==> config.mk <==
export PLATFORM = sky130hd
export DESIGN_NAME = alu_share_ctrl
export DESIGN_NICKNAME = d
export VERILOG_FILES = /design/src/rtl/alu_pkg.sv /design/src/rtl/rr_arb2.sv /design/src/rtl/alu_share_ctrl.sv
export SDC_FILE = /design/constraint.sdc
export NUM_CORES = 1
export LEC_CHECK = 0
export BUFFER_PORTS_ARGS = -buffer_cell sky130_fd_sc_hd__buf_2
export CAP_MARGIN = 0
export CORE_ASPECT_RATIO = 0.75
export CORE_UTILIZATION = 41
export DETAILED_ROUTE_END_ITERATION = 16
export HOLD_SLACK_MARGIN = 0.05
export PLACE_DENSITY = 0.77
export SYNTH_ARGS = -nofsm -noshare
export SYNTH_HDL_FRONTEND = slang
export SYNTH_HIERARCHICAL = 1
export SYNTH_SLANG_ARGS = --single-unit
==> constraint.sdc <==
create_clock -name clk -period 3.3 [get_ports clk]
set_input_delay 0.66 -clock clk [delete_from_list [all_inputs] [get_ports clk]]
set_output_delay 0.66 -clock clk [all_outputs]
set_load 0.05 [all_outputs]
==> src/rtl/alu_pkg.sv <==
// Shared definitions for the ALU-sharing controller: function codes, default widths, FSM encoding.
package alu_pkg;

  localparam int WIDTH_DEF = 32;
  localparam int OPW_DEF   = 6;

  localparam logic [OPW_DEF-1:0] OP_ADD = 6'd32;
  localparam logic [OPW_DEF-1:0] OP_SUB = 6'd34;
  localparam logic [OPW_DEF-1:0] OP_AND = 6'd36;
  localparam logic [OPW_DEF-1:0] OP_OR  = 6'd37;
  localparam logic [OPW_DEF-1:0] OP_SLT = 6'd42;

  typedef enum logic [1:0] {
    ST_IDLE = 2'd0,
    ST_EXEC = 2'd1,
    ST_RESP = 2'd2
  } state_e;

endpackage

==> src/rtl/rr_arb2.sv <==
// Two-input round-robin picker; combinational, one-hot grant.
module rr_arb2 (
  input  logic [1:0] req,
  input  logic       last_gnt,
  output logic [1:0] gnt,
  output logic       gnt_id
);

  always_comb begin
    gnt    = 2'b00;
    gnt_id = 1'b0;
    unique case (req)
      2'b01: begin
        gnt    = 2'b01;
        gnt_id = 1'b0;
      end
      2'b10: begin
        gnt    = 2'b10;
        gnt_id = 1'b1;
      end
      2'b11: begin
        // On a tie the requester that was not served last wins.
        gnt_id = ~last_gnt;
        gnt    = last_gnt ? 2'b01 : 2'b10;
      end
      default: begin
        gnt    = 2'b00;
        gnt_id = 1'b0;
      end
    endcase
  end

endmodule

==> src/rtl/alu_share_ctrl.sv <==
// Shares one combinational ALU between two requesters: accept, one EXEC cycle, then hold the
// response until the grantee takes it. One op per 3 cycles at best; no accepts while busy.
module alu_share_ctrl
  import alu_pkg::*;
#(
  parameter int WIDTH = WIDTH_DEF,
  parameter int OPW   = OPW_DEF
) (
  input  logic             clk,
  input  logic             reset,
  input  logic             req_valid0,
  output logic             req_ready0,
  input  logic [WIDTH-1:0] req_a0,
  input  logic [WIDTH-1:0] req_b0,
  input  logic [OPW-1:0]   req_op0,
  input  logic             req_valid1,
  output logic             req_ready1,
  input  logic [WIDTH-1:0] req_a1,
  input  logic [WIDTH-1:0] req_b1,
  input  logic [OPW-1:0]   req_op1,
  output logic             resp_valid0,
  input  logic             resp_ready0,
  output logic [WIDTH-1:0] resp_data0,
  output logic             resp_err0,
  output logic             resp_valid1,
  input  logic             resp_ready1,
  output logic [WIDTH-1:0] resp_data1,
  output logic             resp_err1,
  output logic [WIDTH-1:0] alu_a,
  output logic [WIDTH-1:0] alu_b,
  output logic [OPW-1:0]   alu_signal,
  input  logic [WIDTH-1:0] alu_result
);

  state_e           state_q, state_d;
  logic             last_gnt_q, last_gnt_d;
  logic             gnt_id_q, gnt_id_d;
  logic [WIDTH-1:0] a_q, a_d;
  logic [WIDTH-1:0] b_q, b_d;
  logic [OPW-1:0]   op_q, op_d;
  logic [WIDTH-1:0] data_q, data_d;
  logic             err_q, err_d;

  logic [1:0] arb_req;
  logic [1:0] arb_gnt;
  logic       arb_gnt_id;
  logic       in_idle;
  logic       in_exec;
  logic       in_resp;
  logic       op_legal;
  logic       resp_take;

  assign arb_req = {req_valid1, req_valid0};

  rr_arb2 u_arb (
    .req      (arb_req),
    .last_gnt (last_gnt_q),
    .gnt      (arb_gnt),
    .gnt_id   (arb_gnt_id)
  );

  // Ready is gated by reset so that every output reads 0 while reset is held.
  assign in_idle = (state_q == ST_IDLE) && !reset;
  assign in_exec = (state_q == ST_EXEC);
  assign in_resp = (state_q == ST_RESP);

  assign req_ready0 = in_idle & arb_gnt[0];
  assign req_ready1 = in_idle & arb_gnt[1];

  assign alu_a      = in_exec ? a_q  : '0;
  assign alu_b      = in_exec ? b_q  : '0;
  assign alu_signal = in_exec ? op_q : '0;

  assign resp_valid0 = in_resp & ~gnt_id_q;
  assign resp_valid1 = in_resp &  gnt_id_q;
  assign resp_data0  = resp_valid0 ? data_q : '0;
  assign resp_data1  = resp_valid1 ? data_q : '0;
  assign resp_err0   = resp_valid0 & err_q;
  assign resp_err1   = resp_valid1 & err_q;

  assign resp_take = gnt_id_q ? resp_ready1 : resp_ready0;

  always_comb begin
    op_legal = (op_q == OPW'(OP_ADD)) || (op_q == OPW'(OP_SUB)) ||
               (op_q == OPW'(OP_AND)) || (op_q == OPW'(OP_OR))  ||
               (op_q == OPW'(OP_SLT));
  end

  always_comb begin
    state_d    = state_q;
    last_gnt_d = last_gnt_q;
    gnt_id_d   = gnt_id_q;
    a_d        = a_q;
    b_d        = b_q;
    op_d       = op_q;
    data_d     = data_q;
    err_d      = err_q;
    unique case (state_q)
      ST_IDLE: begin
        if (|arb_req) begin
          gnt_id_d = arb_gnt_id;
          a_d      = arb_gnt_id ? req_a1  : req_a0;
          b_d      = arb_gnt_id ? req_b1  : req_b0;
          op_d     = arb_gnt_id ? req_op1 : req_op0;
          state_d  = ST_EXEC;
        end
      end
      ST_EXEC: begin
        // Illegal codes report zero data regardless of what the ALU returns.
        err_d   = ~op_legal;
        data_d  = op_legal ? alu_result : '0;
        state_d = ST_RESP;
      end
      ST_RESP: begin
        if (resp_take) begin
          last_gnt_d = gnt_id_q;
          state_d    = ST_IDLE;
        end
      end
      default: begin
        state_d = ST_IDLE;
      end
    endcase
  end

  always_ff @(posedge clk or posedge reset) begin
    if (reset) begin
      state_q    <= ST_IDLE;
      last_gnt_q <= 1'b1;
      gnt_id_q   <= 1'b0;
      a_q        <= '0;
      b_q        <= '0;
      op_q       <= '0;
      data_q     <= '0;
      err_q      <= 1'b0;
    end else begin
      state_q    <= state_d;
      last_gnt_q <= last_gnt_d;
      gnt_id_q   <= gnt_id_d;
      a_q        <= a_d;
      b_q        <= b_d;
      op_q       <= op_d;
      data_q     <= data_d;
      err_q      <= err_d;
    end
  end

endmodule
After elaboration in Yosys (flattened, before gate mapping). Index checks and enable logic that the tools add are counted.

Memory bits (writable): 0. Bits in latches: 0. Logic and storage cells: 56. Input port bits: 178. Bits in registers: 107. Memories kept: 0. Bits in read-only memories: 0. Output and inout bits: 140.

Magnitude comparators: 0. Mux-type cells: 16. Shifts and indexed selects: 0. Bitwise gates (word level): 9. Reduce and logical (&&, ||, !) cells: 11. Equality and inequality tests: 12. Div/mod/pow operators: 0. Multipliers: 0. $add $sub $neg: 0.

Operators with widths (number): $mux W32 (7); $eq A6 B6 Y1 const B (5); $mux W6 (2); $pmux W2 S3 (2); $and A1 B1 Y1 (6); $eq A2 B2 Y1 const B (3); $mux W2 (3); $reduce_and A2 Y1 (3); $eq A2 B1 Y1 const B (2); $logic_or A1 B1 Y1 (4); $ne A2 B1 Y1 const B (2); $not A1 Y1 (3); $logic_not A2 Y1 (1); $pmux W1 S2 (1); $reduce_or A2 Y1 (1); $logic_and A1 B1 Y1 (1); $logic_not A1 Y1 (1); $mux W1 (1).

Longest topological paths before layout.
Depth after elaboration: 6. Depth in mapped cells: 5. Mapped depth without buffers: 3.

Hierarchy. The synthesis kept the hierarchy.

Modules (own cells, without submodules): alu_share_ctrl (cells each 545, instances 1, area each 5906.9 um^2, sequential area each 2678.8 um^2); rr_arb2 (cells each 4, instances 1, area each 26.3 um^2, sequential area each 0.0 um^2).

Least setup slack after synthesis. No wires, ideal clock.

Path type: reg2out. From: register state_q[0]. To: output resp_data0[22]. Cell stages (with the launch flop): 5. Path buffers: 1. Arrival time: 1.627 ns. Required time: 2.640 ns. Path slack: 1.013 ns. Path through: dfrtp_1 > nand2b_1 > nor2_1 > buf_2 > and2_1.

Cells in the longest elaborated chain, start to end: 3.

RTL lines: from (decl) (line alu_share_ctrl.sv:35) `state_e state_q, state_d;`; from (signal assigned) (line alu_share_ctrl.sv:137) `state_q <= state_d;`; $eq A2 B2 Y1 (line alu_share_ctrl.sv:65) `assign in_resp = (state_q == ST_RESP);`; $and A1 B1 Y1 (line alu_share_ctrl.sv:74) `assign resp_valid0 = in_resp & ~gnt_id_q;`; named net resp_valid0 (line alu_share_ctrl.sv:21) `output logic resp_valid0,`; $mux W32 (line alu_share_ctrl.sv:76) `assign resp_data0 = resp_valid0 ? data_q : '0;`; to (decl) (line alu_share_ctrl.sv:23) `output logic [WIDTH-1:0] resp_data0,`.

The timed path passes the listed nets, and every way through them passes these cells.

Final worst setup path.
From: register gnt_id_q. To: output resp_data0[25].

Cells in the longest elaborated chain, start to end: 3.

RTL lines: from (decl) (line alu_share_ctrl.sv:37) `logic gnt_id_q, gnt_id_d;`; from (signal assigned) (line alu_share_ctrl.sv:139) `gnt_id_q <= gnt_id_d;`; $not A1 Y1 (line alu_share_ctrl.sv:74); $and A1 B1 Y1 (line alu_share_ctrl.sv:74); $mux W32 (line alu_share_ctrl.sv:76).

Every way passes these cells.

==> results.yml <==
cells_and_area:
  instances_no_fill: 1044
  finalNetCount: 1022
  final_core_util_pct: 57.1
  n_antenna_cell: 0
  syn_to_final_growth_pct: 34.0
  drive_gt1_share_pct: 57.4
die:
  row_count: 37
  die_area_mm2: 0.0150
  ios: 318
  die_h_um: 106
  core_mm2: 0.0139
  start_util_pct: 42.6
  die_w_um: 141
status:
  status: "finished, final reports clean"
clocking:
  htreeDepth: 3
  cts_root_buffer: "clkbuf_16"
  postCtsSetupBuffers: 0
  ctsHoldBuffers: 0
  clk_pin_slew_worst_paths_ns: 0.07
  clk_latency_ns: 0.34
  cts_tree: "yes"
  cts_sinks: 107
  cts_resized: 0
  clockBufferDepth: 2
  cts_buffers: 9
place:
  dp_cells: 1028
  dpl.hpwl_mm: 11.2
  port_buffers: 317
  gp_congestion: 0.802
  dp_slack_ns: 0.981
routing:
  wl_mm: 15.0
  drtIter0Drc: 241
  wl_per_cell_um: 14.3
  drtAntennaViolNets: 0
  vias: 4947
  drc: 0
  drt_pass1_iterations: 4
  vias_per_cell: 4.74
synth:
  yosysMostFrequentCell: "mux2_2"
  synth_seq_cells: 107
  async_flop_share_pct: 100
  synthCells: 549
  syn_nets: 727
  synth_top_family_by_area: "multiplexers"
  yosys.area.top_type: "dfrtp_1"
  mappedNetlistArea_mm2: 0.00593
  synthTopCellsByArea: "dfrtp_1, mux2_2, and2_1"
  yosys-top-cells-count: "mux2_2, and2_1, dfrtp_1, nand2_1, and3_1"
  synthMuxAreaShare_pct: 27.3
  synth_edf_count: 0
  synth_top_area_share_pct: 44.7
  synth-xor-area-share_pct: 0
  ys.warnings.count: 6
  yosys.cell_types.count: 25
  synth_ff_type: "dfrtp_1"
  synth-simple-area-share_pct: 19.9
  synth_fa_ha_area_share_pct: 0
  synth_compound_area_share_pct: 3.44
  seq_area_frac_synth_pct: 45.1
  syn-mean-instance-area_um2: 10.8
critical_path:
  startpoint: "gnt_id_q"
  reg2reg_to: "a_q[0]"
  worst-path-max-fanout: 38
  crit_slowest_cell: "dfrtp_1"
  endpoint: "resp_data0[25]"
  rrSetupSlack_ns: 1.46
  cpPeakStageDelay_ns: 0.91
  crit-reg2reg-launch: "last_gnt_q"
  cp.required_ns: 2.64
  r2r_cells: 4
  worstPathCellList: "nor2_1 -> buf_4 -> and2_1 -> buf_2"
  start_kind: "flip-flop"
  cp.arrival_ns: 2.02
  critical_path_class: "reg -> out"
  end_kind: "output port"
pwr:
  internal-power_mw: 3.83
  pwr-share-clk_pct: 14.3
  p_comb_share_pct: 52.9
  p_seq_share_pct: 32.8
  irDropWorstVdd_mv: 0.453
  switchingPower_mw: 3.36
  power_density_mw_per_mm2: 903
  p_leak_nw: 4.19
  swShare_pct: 46.7
grt:
  grt_pass1_wl_mm: 23.7
  antenna_found_initial: 0
  grt_use_total_pct: 19.9
  grt_max_degree: 73
  gr-total-overflow: 0
  grt_pass1_vias: 4611
sta:
  clock.fmax_mhz: 373
  tightest_slew_ns: 0.877
  setup_ws_ns: 0.622
  timing.hold.ws_ns: 0.482
  slew_headroom_pct: 41.5
  clock_skew_ns: 0.00940
  hold_viol: 0
  min_period_ns: 2.68
  timing.final.crit_share_pct: 81.2
  rsz0062_at_grt: "false"
  setup_viol: 0
  final.setup.tns_ns: 0
  slew_violations: 0
job:
  maxCapViolations: 0
worst_hold_path:
  hp-class: "reg -> reg"
flip-flops by register name, indices dropped and copies added (netlist names):
name	cells
last_gnt_q	1
a_q	32
gnt_id_q	1
op_q	6
err_q	1
b_q	32
data_q	32
state_q	2
final cells by class:
class	count	area, um^2
sequential	107	2680
clock inverter	6	47.5
inverter	2	11.3
timing repair buffer	328	1710
fill	1230	5980
clock buffer	10	239
multi-input combinational	396	3030
tap	195	244
layout by cell type (no fill, tap or decap), types with 2 or more instances in the layout:
cell type   instances
buf_2             317
mux2_2            138
and2_1            106
dfrtp_1           106
nand2_1            65
and3_1             33
o21ai_0            28
clkbuf_16           9
buf_4               8
o21ai_1             5
mux2_1              5
nand2b_1            3
buf_12              3
nor2_1              2
clkinvlp_4          2
clkinv_4            2
inv_6               2
worst max-delay path: cells and delay by family (launching register included):
family / cells / cell delay (ns)
AND/OR/NAND/NOR: 2 / 0.30
buffers and inverters: 2 / 0.45
flip-flops: 1 / 0.91
per-stage QoR:
stage / instance area, um^2 / total power [mW]
2_1_floorplan: 5940 / 5.37
3_3_place_gp: 7670 / 6.13
3_5_place_dp: 7670 / 6.21
4_1_cts: 7950 / 7.27
5_1_grt: 7950 / 7.65
6_report: 7950 / 7.18
logic make-up after synthesis:
| group | Yosys count |
|---|---|
| mux | 144 |
| flops | 107 |
| buf+inv | 46 |
| compound gates | 38 |
| simple gates | 214 |
worst min-delay path by stage:
stage	startpoint	endpoint	slack [ns]	cells after the start
finish	b_q[27]	b_q[27]	0.48	1
global placement	a_q[20]	a_q[20]	0.46	1
floorplan	a_q[19]	a_q[19]	0.45	1
global route	b_q[27]	b_q[27]	0.50	1
detailed placement	a_q[21]	a_q[21]	0.47	1
CTS	b_q[27]	b_q[27]	0.49	1
per-layer routing:
layer	up-vias	wire (um)	GRT usage, %
li1	2444	-	-
met1	2328	6620	25.9
met2	151	7380	33.4
met3	24	710	4.14
met4	0	259	5.59
met5	-	0	0
power by group through the flow:
stage               clock network, mW  registers, mW  logic [mW]
floorplan                           0           2.19        3.17
global placement                    0           2.35        3.78
detailed placement                  0           2.39        3.83
CTS                              1.06           2.37        3.84
global route                     1.13           2.46        4.06
finish                           1.02           2.36        3.80
(Power assumes the default switching activity.)
